File: config.mk
export PLATFORM = sky130hd
export DESIGN_NAME = red_peak_tracker_flat
export DESIGN_NICKNAME = d
export VERILOG_FILES = /design/src/rtl/red_peak_pkg.sv /design/src/rtl/red_peak_tracker_if.sv /design/src/rtl/sat_counter.sv /design/src/rtl/red_peak_tracker.sv /design/src/flat_wrapper.sv
export SDC_FILE = /design/constraint.sdc
export NUM_CORES = 1
export LEC_CHECK = 0
export CORE_UTILIZATION = 41
export DETAILED_ROUTE_END_ITERATION = 10
export GPL_TIMING_DRIVEN = 0
export HOLD_SLACK_MARGIN = 0.03
export MAX_ROUTING_LAYER = met4
export SYNTH_ARGS = -nofsm -noshare
export SYNTH_HDL_FRONTEND = slang
export SYNTH_SLANG_ARGS = --single-unit
File: constraint.sdc
create_clock -name CLK_Filter -period 12.1 [get_ports CLK_Filter]
set_clock_uncertainty 0.2 [all_clocks]
set_input_delay 1.21 -clock CLK_Filter [delete_from_list [all_inputs] [get_ports CLK_Filter]]
set_output_delay 1.21 -clock CLK_Filter [all_outputs]
set_load 0.005 [all_outputs]
File: src/rtl/red_peak_pkg.sv
// Shared types and defaults for the RED-channel peak/trough tracker.
package red_peak_pkg;

  localparam int DATA_W_DEF = 20;
  localparam int CNT_W_DEF  = 12;
  localparam int STATE_W    = 2;

  typedef enum logic [STATE_W-1:0] {
    ST_INIT     = 2'd0,
    ST_SEEK_MAX = 2'd1,
    ST_SEEK_MIN = 2'd2
  } state_e;

endpackage

File: src/rtl/red_peak_tracker_if.sv
// Sample-in / beat-out bundle between the RED FIR filter and the peak tracker.
interface red_peak_tracker_if #(
  parameter int DATA_W = 20,
  parameter int CNT_W  = 12
);
  import red_peak_pkg::*;

  // sample_valid qualifies Filtered_Value for exactly one cycle; there is no
  // ready -- the tracker accepts a sample on every cycle sample_valid is high.
  logic              sample_valid;
  logic [DATA_W-1:0] Filtered_Value;
  logic [DATA_W-1:0] Out_RED_AC;
  logic [DATA_W-1:0] Out_RED_DC;
  logic [CNT_W-1:0]  Out_RED_Period;
  logic              beat_valid;
  logic              timeout;
  state_e            dbg_state;

  modport master (
    output sample_valid, Filtered_Value,
    input  Out_RED_AC, Out_RED_DC, Out_RED_Period, beat_valid, timeout, dbg_state
  );

  modport slave (
    input  sample_valid, Filtered_Value,
    output Out_RED_AC, Out_RED_DC, Out_RED_Period, beat_valid, timeout, dbg_state
  );

endinterface

File: src/rtl/sat_counter.sv
// Saturating up-counter with synchronous clear; clear wins over enable.
module sat_counter #(
  parameter int CNT_W = 12
) (
  input  logic             clk,
  input  logic             rst,
  input  logic             en,
  input  logic             clr,
  output logic [CNT_W-1:0] count
);

  always_ff @(posedge clk or posedge rst) begin
    if (rst) begin
      count <= '0;
    end else if (clr) begin
      count <= '0;
    end else if (en && (count != '1)) begin
      count <= count + 1'b1;
    end
  end

endmodule

File: src/rtl/red_peak_tracker.sv
// Per-beat peak/trough tracker with hysteresis producing AC, DC and beat period.
// Optional timeout / forced re-init is enabled by defining PEAK_TIMEOUT_EN.
module red_peak_tracker
  import red_peak_pkg::*;
#(
  parameter int DATA_W     = DATA_W_DEF,
  parameter int CNT_W      = CNT_W_DEF,
  parameter int HYST       = 256,
  parameter int MIN_PERIOD = 8,
  parameter int MAX_PERIOD = 1000
) (
  input logic               CLK_Filter,
  input logic               rst,
  red_peak_tracker_if.slave bus
);

  // Hysteresis compares run one bit wider so nothing wraps near 0 or full scale.
  localparam logic [DATA_W:0] HYST_X = (DATA_W+1)'(HYST);

  state_e            state_q, state_d;
  logic [DATA_W-1:0] max_q, max_d, min_q, min_d, peak_q, peak_d;
  logic [DATA_W-1:0] ac_q, ac_d, dc_q, dc_d;
  logic [CNT_W-1:0]  per_q, per_d;
  logic              first_q, first_d, beat_q, beat_d;
  logic [CNT_W-1:0]  cnt, per_sat;
  logic              cnt_en, cnt_clr;

  logic [DATA_W-1:0] sample;
  logic [DATA_W:0]   sample_x, max_x, min_x, dc_sum;
  logic              peak_hit, trough_hit;

  assign sample     = bus.Filtered_Value;
  assign sample_x   = {1'b0, sample};
  assign max_x      = {1'b0, max_q};
  assign min_x      = {1'b0, min_q};
  assign peak_hit   = (sample_x + HYST_X) < max_x;
  assign trough_hit = sample_x > (min_x + HYST_X);
  assign per_sat    = (&cnt) ? cnt : cnt + 1'b1;
  assign dc_sum     = {1'b0, peak_q} + min_x;

  sat_counter #(.CNT_W(CNT_W)) u_cnt (
    .clk   (CLK_Filter),
    .rst   (rst),
    .en    (cnt_en),
    .clr   (cnt_clr),
    .count (cnt)
  );

`ifdef PEAK_TIMEOUT_EN
  localparam logic [CNT_W:0] MAX_CNT = (CNT_W+1)'(MAX_PERIOD);
  logic to_q, to_d;
  logic cnt_hits;
  // True when this sample's increment would bring cnt to MAX_PERIOD.
  assign cnt_hits = ({1'b0, cnt} + (CNT_W+1)'(1)) == MAX_CNT;
`endif

  always_comb begin
    state_d = state_q;
    max_d   = max_q;
    min_d   = min_q;
    peak_d  = peak_q;
    ac_d    = ac_q;
    dc_d    = dc_q;
    per_d   = per_q;
    first_d = first_q;
    beat_d  = 1'b0;
    cnt_en  = 1'b0;
    cnt_clr = 1'b0;
`ifdef PEAK_TIMEOUT_EN
    to_d    = 1'b0;
`endif
    if (bus.sample_valid) begin
      case (state_q)
        ST_INIT: begin
          max_d   = sample;
          min_d   = sample;
          cnt_clr = 1'b1;
          state_d = ST_SEEK_MAX;
        end
        ST_SEEK_MAX: begin
          cnt_en = 1'b1;
          if (sample > max_q) begin
            max_d = sample;
          end else if (peak_hit) begin
            peak_d  = max_q;
            min_d   = sample;
            state_d = ST_SEEK_MIN;
          end
        end
        ST_SEEK_MIN: begin
          cnt_en = 1'b1;
          if (sample < min_q) begin
            min_d = sample;
          end else if (trough_hit) begin
            cnt_en  = 1'b0;
            cnt_clr = 1'b1;
            max_d   = sample;
            state_d = ST_SEEK_MAX;
            first_d = 1'b1;
            // Too-short beats still restart the period but leave outputs alone.
            if (first_q && (per_sat >= CNT_W'(MIN_PERIOD))) begin
              ac_d   = peak_q - min_q;
              dc_d   = DATA_W'(dc_sum >> 1);
              per_d  = per_sat;
              beat_d = 1'b1;
            end
          end
        end
        default: state_d = ST_INIT;
      endcase
`ifdef PEAK_TIMEOUT_EN
      if (cnt_en && cnt_hits) begin
        to_d    = 1'b1;
        state_d = ST_INIT;
        cnt_en  = 1'b0;
        cnt_clr = 1'b1;
        first_d = 1'b0;
      end
`endif
    end
  end

  always_ff @(posedge CLK_Filter or posedge rst) begin
    if (rst) begin
      state_q <= ST_INIT;
      max_q   <= '0;
      min_q   <= '0;
      peak_q  <= '0;
      ac_q    <= '0;
      dc_q    <= '0;
      per_q   <= '0;
      first_q <= 1'b0;
      beat_q  <= 1'b0;
`ifdef PEAK_TIMEOUT_EN
      to_q    <= 1'b0;
`endif
    end else begin
      state_q <= state_d;
      max_q   <= max_d;
      min_q   <= min_d;
      peak_q  <= peak_d;
      ac_q    <= ac_d;
      dc_q    <= dc_d;
      per_q   <= per_d;
      first_q <= first_d;
      beat_q  <= beat_d;
`ifdef PEAK_TIMEOUT_EN
      to_q    <= to_d;
`endif
    end
  end

  assign bus.Out_RED_AC     = ac_q;
  assign bus.Out_RED_DC     = dc_q;
  assign bus.Out_RED_Period = per_q;
  assign bus.beat_valid     = beat_q;
  assign bus.dbg_state      = state_q;
`ifdef PEAK_TIMEOUT_EN
  assign bus.timeout        = to_q;
`else
  assign bus.timeout        = 1'b0;
`endif

endmodule

File: src/flat_wrapper.sv
// flat-port wrapper written by rule: the top's interface ports become plain ports
module red_peak_tracker_flat import red_peak_pkg::*;
#(
  parameter int DATA_W     = DATA_W_DEF,
  parameter int CNT_W      = CNT_W_DEF,
  parameter int HYST       = 256,
  parameter int MIN_PERIOD = 8,
  parameter int MAX_PERIOD = 1000
)
  (CLK_Filter, rst, bus_sample_valid, bus_Filtered_Value, bus_Out_RED_AC, bus_Out_RED_DC, bus_Out_RED_Period, bus_beat_valid, bus_timeout, bus_dbg_state);
  red_peak_tracker_if #(.DATA_W(DATA_W), .CNT_W(CNT_W)) bus_i ();
  input logic CLK_Filter;
  input logic rst;
  input wire logic [$bits(bus_i.sample_valid)-1:0] bus_sample_valid;
  input wire logic [$bits(bus_i.Filtered_Value)-1:0] bus_Filtered_Value;
  output wire logic [$bits(bus_i.Out_RED_AC)-1:0] bus_Out_RED_AC;
  output wire logic [$bits(bus_i.Out_RED_DC)-1:0] bus_Out_RED_DC;
  output wire logic [$bits(bus_i.Out_RED_Period)-1:0] bus_Out_RED_Period;
  output wire logic [$bits(bus_i.beat_valid)-1:0] bus_beat_valid;
  output wire logic [$bits(bus_i.timeout)-1:0] bus_timeout;
  output wire logic [$bits(bus_i.dbg_state)-1:0] bus_dbg_state;
  assign bus_i.sample_valid = bus_sample_valid;
  assign bus_i.Filtered_Value = bus_Filtered_Value;
  assign bus_Out_RED_AC = bus_i.Out_RED_AC;
  assign bus_Out_RED_DC = bus_i.Out_RED_DC;
  assign bus_Out_RED_Period = bus_i.Out_RED_Period;
  assign bus_beat_valid = bus_i.beat_valid;
  assign bus_timeout = bus_i.timeout;
  assign bus_dbg_state = bus_i.dbg_state;
  red_peak_tracker #(.DATA_W(DATA_W), .CNT_W(CNT_W), .HYST(HYST), .MIN_PERIOD(MIN_PERIOD), .MAX_PERIOD(MAX_PERIOD)) u_core (.CLK_Filter(CLK_Filter), .rst(rst), .bus(bus_i));
endmodule
==> out/qor.yml <==
run_status:
  status: "finished clean"
synth:
  syn_nets: 1079
  ys_types: 68
  async_reset_ff_share_pct: 100
  ys.flop_type: "dfrtp_1"
  yosysWarnings: 0
  ys_seq_area_share_pct: 35.5
  syn_inst: 943
  synth_seq_cells: 128
  synth_edf_count: 0
  avgSynthCellArea_um2: 9.57
  syn_area_mm2: 0.00902
drt:
  ant_nets: 0
  drt_iter0_markers: 278
  drcViolationCount: 0
  first_pass_iters: 5
  via_per_inst: 5.26
  wl_per_cell_um: 16.4
  vias: 6987
  drt-total-wl_um: 21800
setup_path:
  critical_path.slowest_cell: "clkdlybuf4s50_1"
  crit_path_start: "bus_Filtered_Value[9]"
  reg2reg_to: "u_core.u_cnt.count[7]$_DFFE_PP0P_"
  worst-path-buf-inv: 2
  crit_path_start_kind: "input port"
  reg2reg_depth: 15
  crit_arrival_ns: 4.93
  cp_data_required_time_ns: 12.20
  crit_cells: 14
  r2r-start: "u_core.min_q[10]$_DFFE_PP0P_"
  critPathCaptureType: "flip-flop"
  slowest_delay_ns: 0.68
  rrSetupSlack_ns: 7.73
  critical_path.top_delay_family: "buffers and inverters"
  crit_path_max_fanout: 10
  critical_path_class: "in -> reg"
  crit_end: "u_core.min_q[18]$_DFFE_PP0P_"
  path_cells: "clkdlybuf4s50_1 -> ha_1 -> nand3_1 -> xnor2_1 -> ha_1 -> nand4_1 -> nor2_1 -> o21ai_0 -> nand3_1 -> a221oi_1 -> o211a_1 -> o21ai_0 -> clkbuf_1 -> mux2_2"
timing:
  rsz0062_at_grt: "false"
  setup_violations: 0
  worst_pin_slew_ns: 0.772
  final_hold_viol_count: 0
  period_minus_slack_ns: 4.82
  finalWorstSetupSlack_ns: 7.28
  setup-tns-final_ns: 0
  drv_slew: 0
  max_freq_mhz: 207
  whs_ns: 0.269
  post-route-period-util_pct: 39.9
  relSlewSlack_pct: 48.0
cells_and_area:
  final_cell_mix: "dfrtp_1, ha_1, nand2_1"
  diodes: 0
  final_core_util_pct: 50.6
  final_cells: 1328
  fin_area_mm2: 0.0108
  final_nets: 1176
  n_fill_cell: 1979
  multi_input_area_mm2: 0.00538
  final_common_cell: "dfrtp_1"
  seqCellArea_mm2: 0.00320
  areaGrowthSynthToFinish_pct: 19.4
  drive_gt1_share_pct: 11.8
pwr:
  power_mw: 2.73
  switching_share_pct: 42.7
  power.clock.fraction_pct: 19.1
  ir_drop_mv: 0.110
  p_int_mw: 1.57
  leakage_nw: 5.02
  seq_power_share_pct: 24.2
  pwr_density_cell_mw_per_mm2: 254
  p_comb_share_pct: 56.7
  power_switching_mw: 1.17
clock_tree:
  clock_latency_ns: 0.42
  clock-sinks: 128
  h-tree-depth: 4
  cts_root_buffer: "clkbuf_16"
  clock_path_buffers: 2
  cts_resized: 0
  post_cts.repair.setup_buffers: 0
  cts_tree: "built"
  clkTransAtPathRegs_ns: 0.06
  holdBufCountCts: 0
  cts_made_buffers: 17
grt:
  grt_max_degree: 88
  grt_pass1_wl_um: 36300
  first_global_vias: 7030
  grt.overflow.total: 0
  antenna_found_initial: 0
  grtUsageTotal_pct: 21.4
floorplanning:
  dieArea_mm2: 0.0226
  core_mm2: 0.0213
  die_h_um: 150
  die_x_um: 150
  pin_count: 79
  initial_core_util_pct: 42.4
  rows: 53
min_path:
  min-delay-start: "u_core.first_q$_DFFE_PP0P_"
  hold_path.class: "reg -> reg"
place:
  dp_hpwl_um: 17100
  portBuffers: 77
  dp.cells: 1296
  post-place-ws_ns: 6.80
  gp_congestion: 0.875
  placed_cell_area_mm2: 0.0102
flow_run:
  maxCapViolations: 0
[worst register-to-register path: cells and delay by family (launching register included)]
family,cells,cell delay (ns)
AOI/OAI and AO/OA,5,1.47
DFF,1,0.48
and+or+nand+nor,7,1.38
xor gates and xnor gates,1,0.13
buffers and inverters,1,0.34
adders and majority gates,1,0.29
[logic make-up after synthesis]
group	share of synthesized area [%]
muxes	8.58
DFF	35.5
AOI/OAI and AO/OA	15.3
adders and majority gates	15.8
buffers and inverters	4.85
and+or+nand+nor	13.4
xor gates and xnor gates	6.41
other	0.0416
[synthesized netlist by cell type, types with 4 or more instances]
library cell  instances  share of area, %
nor4_1                4              0.28
a21o_1               22               1.8
inv_1                63               2.6
o21a_1               10              0.83
nand2b_1              9              0.62
xor2_1               21               2.0
a31oi_1               5              0.35
xnor2_1              45               4.4
nand2_1              80               3.3
buf_6                 4              0.50
nor3_1               12              0.67
nand4_1              14              0.97
nand3_1              32               1.8
o21bai_1              6              0.50
o21ai_0              67               3.7
ha_1                111                15
nor2_1               56               2.3
o31ai_1               6              0.50
mux2_2               41               5.1
o22ai_1               4              0.28
and4_1                6              0.58
a21oi_1              49               2.7
dfrtp_1             128                35
and3_1               11              0.76
o211ai_1             11              0.92
a211oi_1              6              0.50
clkbuf_1             21              0.87
buf_2                13              0.72
a21boi_0              4              0.33
mux2i_1               5              0.55
nor2b_1              10              0.69
mux2_4               16               2.7
[how the worst min path moves through the flow]
stage,slack (ns),cells past startpoint,endpoint
global route,0.28,1,u_core.first_q$_DFFE_PP0P_
finish,0.27,1,u_core.first_q$_DFFE_PP0P_
detailed placement,0.26,1,u_core.first_q$_DFFE_PP0P_
CTS,0.27,1,u_core.first_q$_DFFE_PP0P_
global placement,0.26,1,u_core.first_q$_DFFE_PP0P_
floorplan,0.25,1,u_core.first_q$_DFFE_PP0P_
[power groups by stage]
stage,clock network [mW],registers (mW),logic (mW)
after floorplan,0,0.621,1.22
after global placement,0,0.661,1.53
after detailed placement,0,0.665,1.55
after CTS,0.534,0.658,1.56
after global routing,0.556,0.679,1.76
final,0.523,0.661,1.55
[flip-flops by register name, summed over array words and instances (netlist names)]
signal / cells
u_core.min_q: 20
u_core.bus.beat_valid: 1
u_core.max_q: 20
u_core.peak_q: 20
u_core.bus.Out_RED_DC: 20
u_core.bus.Out_RED_Period: 12
u_core.first_q: 1
u_core.bus.dbg_state: 2
u_core.u_cnt.count: 12
u_core.bus.Out_RED_AC: 20
[per-layer routing]
layer,global-route usage [%],share of wire (%)
met3,3.42,3.2
met2,33.1,46
met1,28.5,49
met4,7.22,1.8
met5,-,0
[area by class of cell]
type / instances / share of cell area (%)
well taps: 275 / 3.19
clock buffers: 19 / 4.11
repair buffers: 78 / 7.41
multi-input cells: 712 / 49.9
clock inverters: 13 / 1.52
plain buffers: 40 / 1.87
inverters: 63 / 2.24
flip-flops and latches: 128 / 29.7
Note: power is estimated with default switching activity, not from simulation.
